[src/rtl/sobel_pkg.sv]
// Shared definitions for the Sobel window shifter: default geometry,
// FSM state encoding and the fill-counter width helper.
package sobel_pkg;

   localparam int unsigned DEF_ROWS    = 4;
   localparam int unsigned DEF_PIXW    = 16;
   localparam int unsigned DEF_WORDPIX = 4;
   localparam int unsigned DEF_WINPIX  = 2;
   localparam int unsigned DEF_CNTW    = 24;

   typedef enum logic [1:0] {
      ST_EMPTY = 2'd0,
      ST_RUN   = 2'd1,
      ST_TAIL  = 2'd2
   } state_t;

   // Width needed to count 0..2*WORDPIX buffered pixels.
   function automatic int unsigned fill_width(input int unsigned wordpix);
      return $clog2(2 * wordpix + 1);
   endfunction

endpackage

[src/rtl/sobel_row_shifter.sv]
// One row of the window shifter: a 2*WORDPIX pixel register, oldest pixel
// at the MSB end, with shift-by-one, insert-word-at-offset and (optionally)
// clear. The top WINPIX pixels form the row's window.
// SOBEL_SHIFT_CLEAR_EN: when defined, the register resets to 0 and the
// clear input zeroes it; otherwise the register has no reset and stale
// pixels remain in vacated slots.
module sobel_row_shifter
   import sobel_pkg::*;
#(
   parameter int unsigned PIXW    = DEF_PIXW,
   parameter int unsigned WORDPIX = DEF_WORDPIX,
   parameter int unsigned WINPIX  = DEF_WINPIX,
   parameter int unsigned FW      = fill_width(DEF_WORDPIX)
) (
   input  logic                      clk,
`ifdef SOBEL_SHIFT_CLEAR_EN
   input  logic                      reset,
   input  logic                      clear,
`endif
   input  logic                      shift,
   input  logic                      load,
   input  logic [FW-1:0]             ins_pos,
   input  logic [WORDPIX*PIXW-1:0]   word,
   output logic [WINPIX*PIXW-1:0]    win
);

   localparam int unsigned BUFPIX = 2 * WORDPIX;
   localparam int unsigned BUFW   = BUFPIX * PIXW;

   logic [BUFW-1:0] data;
   logic [BUFW-1:0] nxt;

   // Shift first, then drop the new word at slot ins_pos counted from the top.
   always_comb begin
      nxt = data;
      if (shift) begin
         nxt = {data[BUFW-PIXW-1:0], {PIXW{1'b0}}};
      end
      if (load) begin
         for (int unsigned p = 0; p <= WORDPIX; p++) begin
            if (ins_pos == FW'(p)) begin
               nxt[(BUFPIX-WORDPIX-p)*PIXW +: WORDPIX*PIXW] = word;
            end
         end
      end
`ifdef SOBEL_SHIFT_CLEAR_EN
      if (clear) begin
         nxt = '0;
      end
`endif
   end

`ifdef SOBEL_SHIFT_CLEAR_EN
   // Pixel register, cleared on reset.
   always_ff @(posedge clk or negedge reset) begin
      if (!reset) begin
         data <= '0;
      end else begin
         data <= nxt;
      end
   end
`else
   // Pixel register, no reset: contents are qualified by the fill count.
   always_ff @(posedge clk) begin
      data <= nxt;
   end
`endif

   assign win = data[BUFW-1 -: WINPIX*PIXW];

endmodule

[src/rtl/sobel_window_shifter.sv]
// Multi-row sliding-window shifter feeding the Sobel kernel. Accepts one
// WORDPIX-pixel word per row per load and presents a WINPIX-pixel window
// per row, advancing one pixel per pop, with line-end tail handling and
// short-line detection.
// SOBEL_SHIFT_CLEAR_EN: when defined, pixel storage resets to 0 and vacated
// or discarded slots are zeroed; control behaviour is unaffected.
module sobel_window_shifter
   import sobel_pkg::*;
#(
   parameter int unsigned ROWS    = DEF_ROWS,
   parameter int unsigned PIXW    = DEF_PIXW,
   parameter int unsigned WORDPIX = DEF_WORDPIX,
   parameter int unsigned WINPIX  = DEF_WINPIX,
   parameter int unsigned CNTW    = DEF_CNTW
) (
   input  logic                         clk,
   input  logic                         reset,
   input  logic [ROWS*WORDPIX*PIXW-1:0] in_data,
   input  logic                         in_valid,
   input  logic                         in_last,
   output logic                         in_ready,
   output logic [ROWS*WINPIX*PIXW-1:0]  out_data,
   output logic                         out_valid,
   output logic                         out_last,
   input  logic                         out_ready,
   output logic [CNTW-1:0]              win_count,
   output logic                         short_line
);

   localparam int unsigned FW = fill_width(WORDPIX);

   state_t          state;
   state_t          state_next;
   logic [FW-1:0]   fill;
   logic [FW-1:0]   fill_next;
   logic            last_pend;
   logic            last_pend_next;
   logic [FW-1:0]   ins_pos;
   logic            load;
   logic            pop;
   logic            line_done;
   logic            short_det;
   logic            line_clear;

   assign in_ready   = !last_pend && (fill <= FW'(WORDPIX));
   assign out_valid  = (fill >= FW'(WINPIX));
   assign out_last   = (state == ST_TAIL) && (fill == FW'(WINPIX));
   assign load       = in_valid && in_ready;
   assign pop        = out_valid && out_ready;
   assign line_done  = pop && out_last;
   assign short_det  = (state == ST_TAIL) && !out_valid;
   assign line_clear = line_done || short_det;

   // Next fill/tail/state; on a combined pop+load the word lands one slot
   // higher because the shift is applied first.
   always_comb begin
      state_next     = state;
      fill_next      = fill;
      last_pend_next = last_pend;
      ins_pos        = fill;
      if (line_clear) begin
         fill_next      = '0;
         last_pend_next = 1'b0;
         state_next     = ST_EMPTY;
      end else begin
         if (pop) begin
            fill_next = fill_next - FW'(1);
            ins_pos   = fill - FW'(1);
         end
         if (load) begin
            fill_next = fill_next + FW'(WORDPIX);
            if (in_last) begin
               last_pend_next = 1'b1;
            end
         end
         if (last_pend_next) begin
            state_next = ST_TAIL;
         end else if (fill_next >= FW'(WINPIX)) begin
            state_next = ST_RUN;
         end else begin
            state_next = ST_EMPTY;
         end
      end
   end

   // State, fill and pending-tail registers.
   always_ff @(posedge clk or negedge reset) begin
      if (!reset) begin
         state     <= ST_EMPTY;
         fill      <= '0;
         last_pend <= 1'b0;
      end else begin
         state     <= state_next;
         fill      <= fill_next;
         last_pend <= last_pend_next;
      end
   end

   // Per-line window counter (saturating) and short-line pulse.
   always_ff @(posedge clk or negedge reset) begin
      if (!reset) begin
         win_count  <= '0;
         short_line <= 1'b0;
      end else begin
         short_line <= short_det;
         if (line_clear) begin
            win_count <= '0;
         end else if (pop && (win_count != '1)) begin
            win_count <= win_count + CNTW'(1);
         end
      end
   end

   for (genvar r = 0; r < ROWS; r++) begin : g_row
      sobel_row_shifter #(
         .PIXW    (PIXW),
         .WORDPIX (WORDPIX),
         .WINPIX  (WINPIX),
         .FW      (FW)
      ) u_row (
         .clk     (clk),
`ifdef SOBEL_SHIFT_CLEAR_EN
         .reset   (reset),
         .clear   (line_clear),
`endif
         .shift   (pop),
         .load    (load),
         .ins_pos (ins_pos),
         .word    (in_data[r*WORDPIX*PIXW +: WORDPIX*PIXW]),
         .win     (out_data[r*WINPIX*PIXW +: WINPIX*PIXW])
      );
   end

endmodule
[config.mk]
export PLATFORM = sky130hd
export DESIGN_NAME = sobel_window_shifter
export DESIGN_NICKNAME = d
export VERILOG_FILES = /design/src/rtl/sobel_pkg.sv /design/src/rtl/sobel_row_shifter.sv /design/src/rtl/sobel_window_shifter.sv
export SDC_FILE = /design/constraint.sdc
export NUM_CORES = 2
export LEC_CHECK = 0
export ABC_AREA = 1
export CAP_MARGIN = 25
export CORE_MARGIN = 2
export CORE_UTILIZATION = 30
export DETAILED_ROUTE_END_ITERATION = 16
export GPL_TIMING_DRIVEN = 1
export PLACE_DENSITY = 0.55
export RECOVER_POWER = 50
export SETUP_SLACK_MARGIN = 0.3
export SLEW_MARGIN = 10
export SYNTH_ARGS = -nofsm -noshare
export SYNTH_HDL_FRONTEND = slang
export SYNTH_SLANG_ARGS = --single-unit
[constraint.sdc]
create_clock -name clk -period 4.18 [get_ports clk]
set_input_delay 1.045 -clock clk [delete_from_list [all_inputs] [get_ports clk]]
set_output_delay 1.045 -clock clk [all_outputs]
set_load 0.03 [all_outputs]
# ---- Word-level counts from Yosys, hierarchy flattened
# Cells that the tools add are included.
dict set report op_classes {
  eq_ne 7
  n_addsub 3
  n_mux 43
  n_lt_le_gt_ge 3
  reduce_logical 12
}
# op count
set op_table {}
lappend op_table {{$mux W64} 20}
lappend op_table {{$mux W128} 8}
lappend op_table {{$mux W24} 2}
lappend op_table {{$add A24 B1 Y24 const B} 1}
lappend op_table {{$mux W4} 6}
lappend op_table {{$ne A24 B24 Y1 const B} 1}
lappend op_table {{$eq A4 B2 Y1 const B} 3}
lappend op_table {{$ge A4 B2 Y1 const B} 2}
lappend op_table {{$logic_and A1 B1 Y1} 7}
lappend op_table {{$mux W1} 5}
lappend op_table {{$add A4 B3 Y4 const B} 1}
lappend op_table {{$eq A4 B1 Y1 const B} 1}
lappend op_table {{$eq A4 B3 Y1 const B} 1}
lappend op_table {{$le A4 B3 Y1 const B} 1}
lappend op_table {{$logic_not A4 Y1} 1}
lappend op_table {{$mux W2} 2}
lappend op_table {{$sub A4 B1 Y4 const B} 1}
lappend op_table {{$eq A2 B2 Y1 const B} 1}
lappend op_table {{$logic_not A1 Y1} 2}
lappend op_table {{$reduce_bool A2 Y1} 1}
lappend op_table {{$logic_or A1 B1 Y1} 1}
dict set report word_totals {
  inputBits 261
  regBits 544
}

# ---- Longest topological paths before layout
dict set report logic_depth {
  depth_word 12
  mapped_depth 19
}

# ---- Cells and area by module
# A second synthesis with hierarchy kept.
dict set report hier_totals {
  hier_cells 5919
  hier_area_um2 36289.8
}
# mod instances area_per_inst_um2 cells_each
set by_module_without_submodules {}
lappend by_module_without_submodules {sobel_row_shifter 4 8553.2 1405}
lappend by_module_without_submodules {sobel_window_shifter 1 2077.0 299}

# ---- Worst setup path before layout
# OpenSTA, ideal clock, no wires.
dict set report synth_timing {
  kind {register to register}
  start {register fill[0]}
  end {register g_row[0].u_row.data[33]}
  path_buffers 4
  setup_time_ns 0.062
  arrival_ns 2.564
  path_stages_with_launch 13
  required_ns 4.118
  setup_slack_ns 1.554
  path_cell_list {dfrtp_1 > inv_1 > ha_1 > o21ai_0 > nor2_1 > nand2_1 > inv_1 > buf_2 > buf_2 > buf_2 > clkbuf_1 > nand3_1 > nand3_1}
}
dict set report synth_between {
  elab_cells_between_ends 22
  cone_classes {1 x add/sub; 2 x order compare; 4 x eq/ne; 7 x mux; 8 x reduce/logical}
}
# item line
set synth_lines {}
lappend synth_lines {{from (decl)} sobel_window_shifter.sv:34} ;# logic [FW-1:0] fill;
lappend synth_lines {{from (signal assigned)} sobel_window_shifter.sv:94} ;# fill <= fill_next;
lappend synth_lines {{$le A4 B3 Y1} sobel_window_shifter.sv:45} ;# assign in_ready = !last_pend && (fill <= FW'(WORDPIX));
lappend synth_lines {{$logic_and A1 B1 Y1} sobel_window_shifter.sv:45}
lappend synth_lines {{net in_ready} sobel_window_shifter.sv:21} ;# output logic in_ready,
lappend synth_lines {{$logic_and A1 B1 Y1} sobel_window_shifter.sv:48} ;# assign load = in_valid && in_ready;
lappend synth_lines {{$mux W128} sobel_row_shifter.sv:39} ;# if (load) begin
lappend synth_lines {{net g_row[0].u_row.nxt[33]} sobel_row_shifter.sv:31} ;# logic [BUFW-1:0] nxt;
lappend synth_lines {{to (signal assigned)} sobel_row_shifter.sv:65} ;# data <= nxt;
lappend synth_lines {{to (decl)} sobel_row_shifter.sv:30} ;# logic [BUFW-1:0] data;
# The timed path passes the listed nets, and every way through them passes these cells.
# A chain may end at the register's enable or synchronous reset.

# ---- Final worst setup path
dict set report layout_timing {
  start {input port out_ready}
  end {register win_count[21]}
}
dict set report layout_between {
  elab_chain_len 4
  elab_cells_between_ends 6
  cone_classes {1 x mux; 5 x reduce/logical}
}
# item line
set layout_lines {}
lappend layout_lines {{from (decl)} sobel_window_shifter.sv:25} ;# input logic out_ready,
lappend layout_lines {{$logic_and A1 B1 Y1 *} sobel_window_shifter.sv:49} ;# assign pop = out_valid && out_ready;
lappend layout_lines {{$logic_and A1 B1 Y1} sobel_window_shifter.sv:50} ;# assign line_done = pop && out_last;
lappend layout_lines {{$logic_or A1 B1 Y1} sobel_window_shifter.sv:52} ;# assign line_clear = line_done || short_det;
lappend layout_lines {{$mux W24 / $reduce_bool A2 Y1 (equally long branches)} -}
lappend layout_lines {{to (signal assigned)} sobel_window_shifter.sv:109} ;# win_count <= win_count + CNTW'(1);
lappend layout_lines {{to (decl)} sobel_window_shifter.sv:26} ;# output logic [CNTW-1:0] win_count,
# Mark *: on every way between the ends. The rest lies on a longest branch, timed or not.

==> impl_metrics.csv <==
group,metric,value,unit
yosys,synth_cell_types,47,
drt,vias_after_detailed_routing,37700,
timing,grt_setup_unrepaired,"no",
clocking,clock_buffer_count_from_cts,71,
global_route,wire_length_of_the_first_global_routing_pass,205000,µm
cells_and_area,layoutNonFillerInstCount,7302,
outcome,violations,"max-capacitance violations, max-slew violations",
global_route,globalRouteTotalUtil,21.2,%
pwr,leakage,19.7,nW
pwr,worst_ir_drop_vdd,0.000567,V
yosys,part_of_the_yosys_area_used_for_sequential_elements,31.3,%
critical_path,worst_setup_path_end_kind,"flip-flop",
timing,fmaxAchievable,266,MHz
pwr,power_per_cell_area,759,nW/µm²
drt,drt_wl_total,131000,µm
yosys,yosysTopAreaCell,"sky130_fd_sc_hd__dfxtp_1",
timing,setup_total_negative_slack,0,ps
cells_and_area,area_growth_synth_to_finish,19.1,%
clocking,cts_tree,"yes",
clocking,clock_insertion_delay_worst_skew,630,ps
global_route,antenna_found_initial,16,
outcome,outcome,"finished with violations",
critical_path,timing_worst_setup_path_type,"in -> reg",
drt,detail-route-antenna-nets,0,
yosys,synth_async_sr_flop_share,5.71,%
yosys,synth_enable_flop_cells,0,
critical_path,worst-path-buf-inv,4,
timing,period_utilization_post_route,90.0,%
clocking,post_cts_resized,0,
clocking,cts-root-to-sink-buffers,3,
critical_path,critical-path-top-cell-by-count,"sky130_fd_sc_hd__nand2_1",
critical_path,crit-reg2reg-launch,"fill[0]",
yosys,yosys-top-cells-count,"1716 x sky130_fd_sc_hd__nand2_1, 933 x sky130_fd_sc_hd__o21ai_0, 533 x sky130_fd_sc_hd__a21oi_1",
die,core_area,116000,µm²
timing,skew,23.4,ps
critical_path,reg2reg_setup_slack,480,ps
die,initial_core_util,30.3,%
critical_path,cp_max_fo,70,
yosys,synth.avg_cell_area,6.15,µm²
timing,pins_over_their_slew_limit,96,
placement,hpwl,79700,µm
timing,count_of_endpoints_failing_hold_in_the_final_timing_report,0,
yosys,synth_flop_cell,"sky130_fd_sc_hd__dfxtp_1",
global_route,grt.overflow.total,0,
die,design.die.area,120000,µm²
clocking,cts_post_setup_buffers_inserted,0,
drt,drt-vias-per-instance,5.17,
critical_path,cp-startpoint,"out_ready",
drt,number_of_design_rule_violations_left_after_detail_routing,0,
critical_path,worst_path_dominant_cell_family,"buffers and inverters",
timing,timing.final.crit_period,3760,ps
timing,worst_hold_slack,460,ps
clocking,cts_num_sinks,543,
die,placement_rows,125,
yosys,synth_top_cell_area_share,29.1,%
min_path,min_delay_path_depth,2,
critical_path,r2r-end,"state[0]",
yosys,synth.most_common_cell,"sky130_fd_sc_hd__nand2_1",
die,die_x,346,µm
timing,slew_headroom,-29.6,%
clocking,clock_slew_seen_by_the_registers_of_the_worst_setup_and_hold_paths,60,ps
timing,setup-violations-final,0,
critical_path,cell_by_cell_trace_of_the_critical_path,"dlygate4sd3_1, nand2_8, inv_4, clkbuf_4, nand2_1, nand2_1, clkinv_1, o31ai_1",
drt,detailedRoute.firstPassIterationCount,8,
die,chipHeight,346,µm
yosys,ys_warn_count,0,
drt,first_iter_violations,2919,
global_route,vias_in_the_first_global_route,35100,
placement,gpl.final_weighted_congestion,0.854,
die,floorplan.io_pins,417,
flow_run,cap_viol_max_count,2,
critical_path,r2r_cells,9,
critical_path,critPathMaxStageDelay,1060,ps
global_route,grt_start_max_net_pins,204,
timing,tightest_pin_transition,1940,ps
yosys,synth_nets,5987,
yosys,synthTopCellsByArea,"sky130_fd_sc_hd__dfxtp_1 29%, sky130_fd_sc_hd__nand2_1 18%, sky130_fd_sc_hd__o21ai_0 13%",
min_path,hp-start,"g_row[1].u_row.data[8]",
clocking,hold_buffers,0,
critical_path,start_kind,"primary input",
placement,number_of_placed_instances_with_taps_included,7163,
clocking,cts-root-buf,"sky130_fd_sc_hd__clkbuf_16",
critical_path,critPathSlowestCell,"sky130_fd_sc_hd__clkbuf_4",
yosys,syn-cell-area,35200,µm²
cells_and_area,nets,5976,
critical_path,timing.critical_path.required,4710,ps
cells_and_area,share_of_post_route_cells_with_drive_strength_above_1,4.13,%
drt,routedWlPerCell,18.0,µm
critical_path,wp_data_arrival,4290,ps
min_path,worstHoldPathType,"reg -> reg",
clocking,cts_max_level,3,
min_path,worstHoldEndpoint,"g_row[1].u_row.data[8]",
yosys,post_synth_inst_count,5723,
yosys,synth.ff_latch_count,543,
placement,numPortBuffers,416,
-- kinds of logic after synthesis --
family,after synthesis,synth area share [%]
multiplexers,61,1.74
AND/OR/NAND/NOR,2122,24.1
XOR/XNOR,9,0.224
adder cells (fa/ha/maj),3,0.107
buffers and inverters,1098,13.8
AO/OA/AOI/OAI,1887,28.7
flip-flops,543,31.3
-- how the worst max path moves through the flow --
stage,slack [ps],end,cells after the start
3_3_place_gp,400,g_row[1].u_row.data[102],11
4_1_cts,430,in_ready,5
3_5_place_dp,330,g_row[1].u_row.data[100],11
6_report,420,win_count[21],8
5_1_grt,210,state[0],9
2_1_floorplan,1550,g_row[0].u_row.data[33],12
-- per-layer routing --
layer	track usage, %	wire [µm]	up-vias
li1	-	-	18800
met1	28.2	59500	17500
met2	35.0	60700	1231
met3	3.16	8140	165
met4	6.79	3070	10
met5	0	69	-
-- flip-flops by register name, indices dropped and copies added, names as in the netlist --
register	flops
last_pend	1
win_count	24
state	1
short_line	1
g_row.u_row.data	512
fill	4
-- area by class of cell --
class | instances | area, µm²
tap | 1524 | 1910
clock buffer | 112 | 2220
timing repair buffer | 498 | 5260
sequential | 543 | 11000
fill | 12500 | 74300
antenna | 9 | 22.5
inverter | 516 | 1980
multi-input combinational | 4082 | 19400
clock inverter | 18 | 155
-- power breakdown --
group | total, mW | leakage [nW] | switching, mW | internal (mW)
combinational | 17.0 | 13.8 | 11.0 | 6.02
sequential | 8.54 | 4.69 | 1.04 | 7.50
clock | 6.30 | 1.18 | 2.54 | 3.76
-- tightest hold or removal path, delay by kind of cell, from the launching register on --
kind / cells / cell delay [ps]
AND/OR/NAND/NOR: 2 / 110
flip-flops: 1 / 310
-- metrics by stage --
step,setup WS (ps),total power [mW],instance area [µm²],util [%]
2_1_floorplan,1550,21.5,35200,-
3_3_place_gp,398,25.6,39600,34.1
3_5_place_dp,333,25.8,39600,34.1
4_1_cts,427,32.3,42000,36.2
5_1_grt,213,34.8,41900,36.1
6_report,419,31.8,41900,36.1
-- cells in the final DEF, fill, tap and decap left out, drive strengths merged --
cell           instances
a21boi                 4
a21o                  22
a21oi                534
and3                   1
buf                   68
bufinv                 2
clkbuf               126
clkdlybuf4s50        261
clkinv                15
dfrtp                 31
dfxtp                512
diode                  9
dlygate4sd3          155
ha                     3
inv                  517
mux2i                 61
nand2               1721
nand3                223
nand3b                 1
nand4                 22
nor2                 112
nor3                  10
nor4                   6
o211ai               121
o21ai               1065
o21bai                21
o221ai                21
o22ai                 92
o31ai                  7
or2                   25
or4                    1
xnor2                  4
xor2                   5
(Power assumes the default switching activity.)
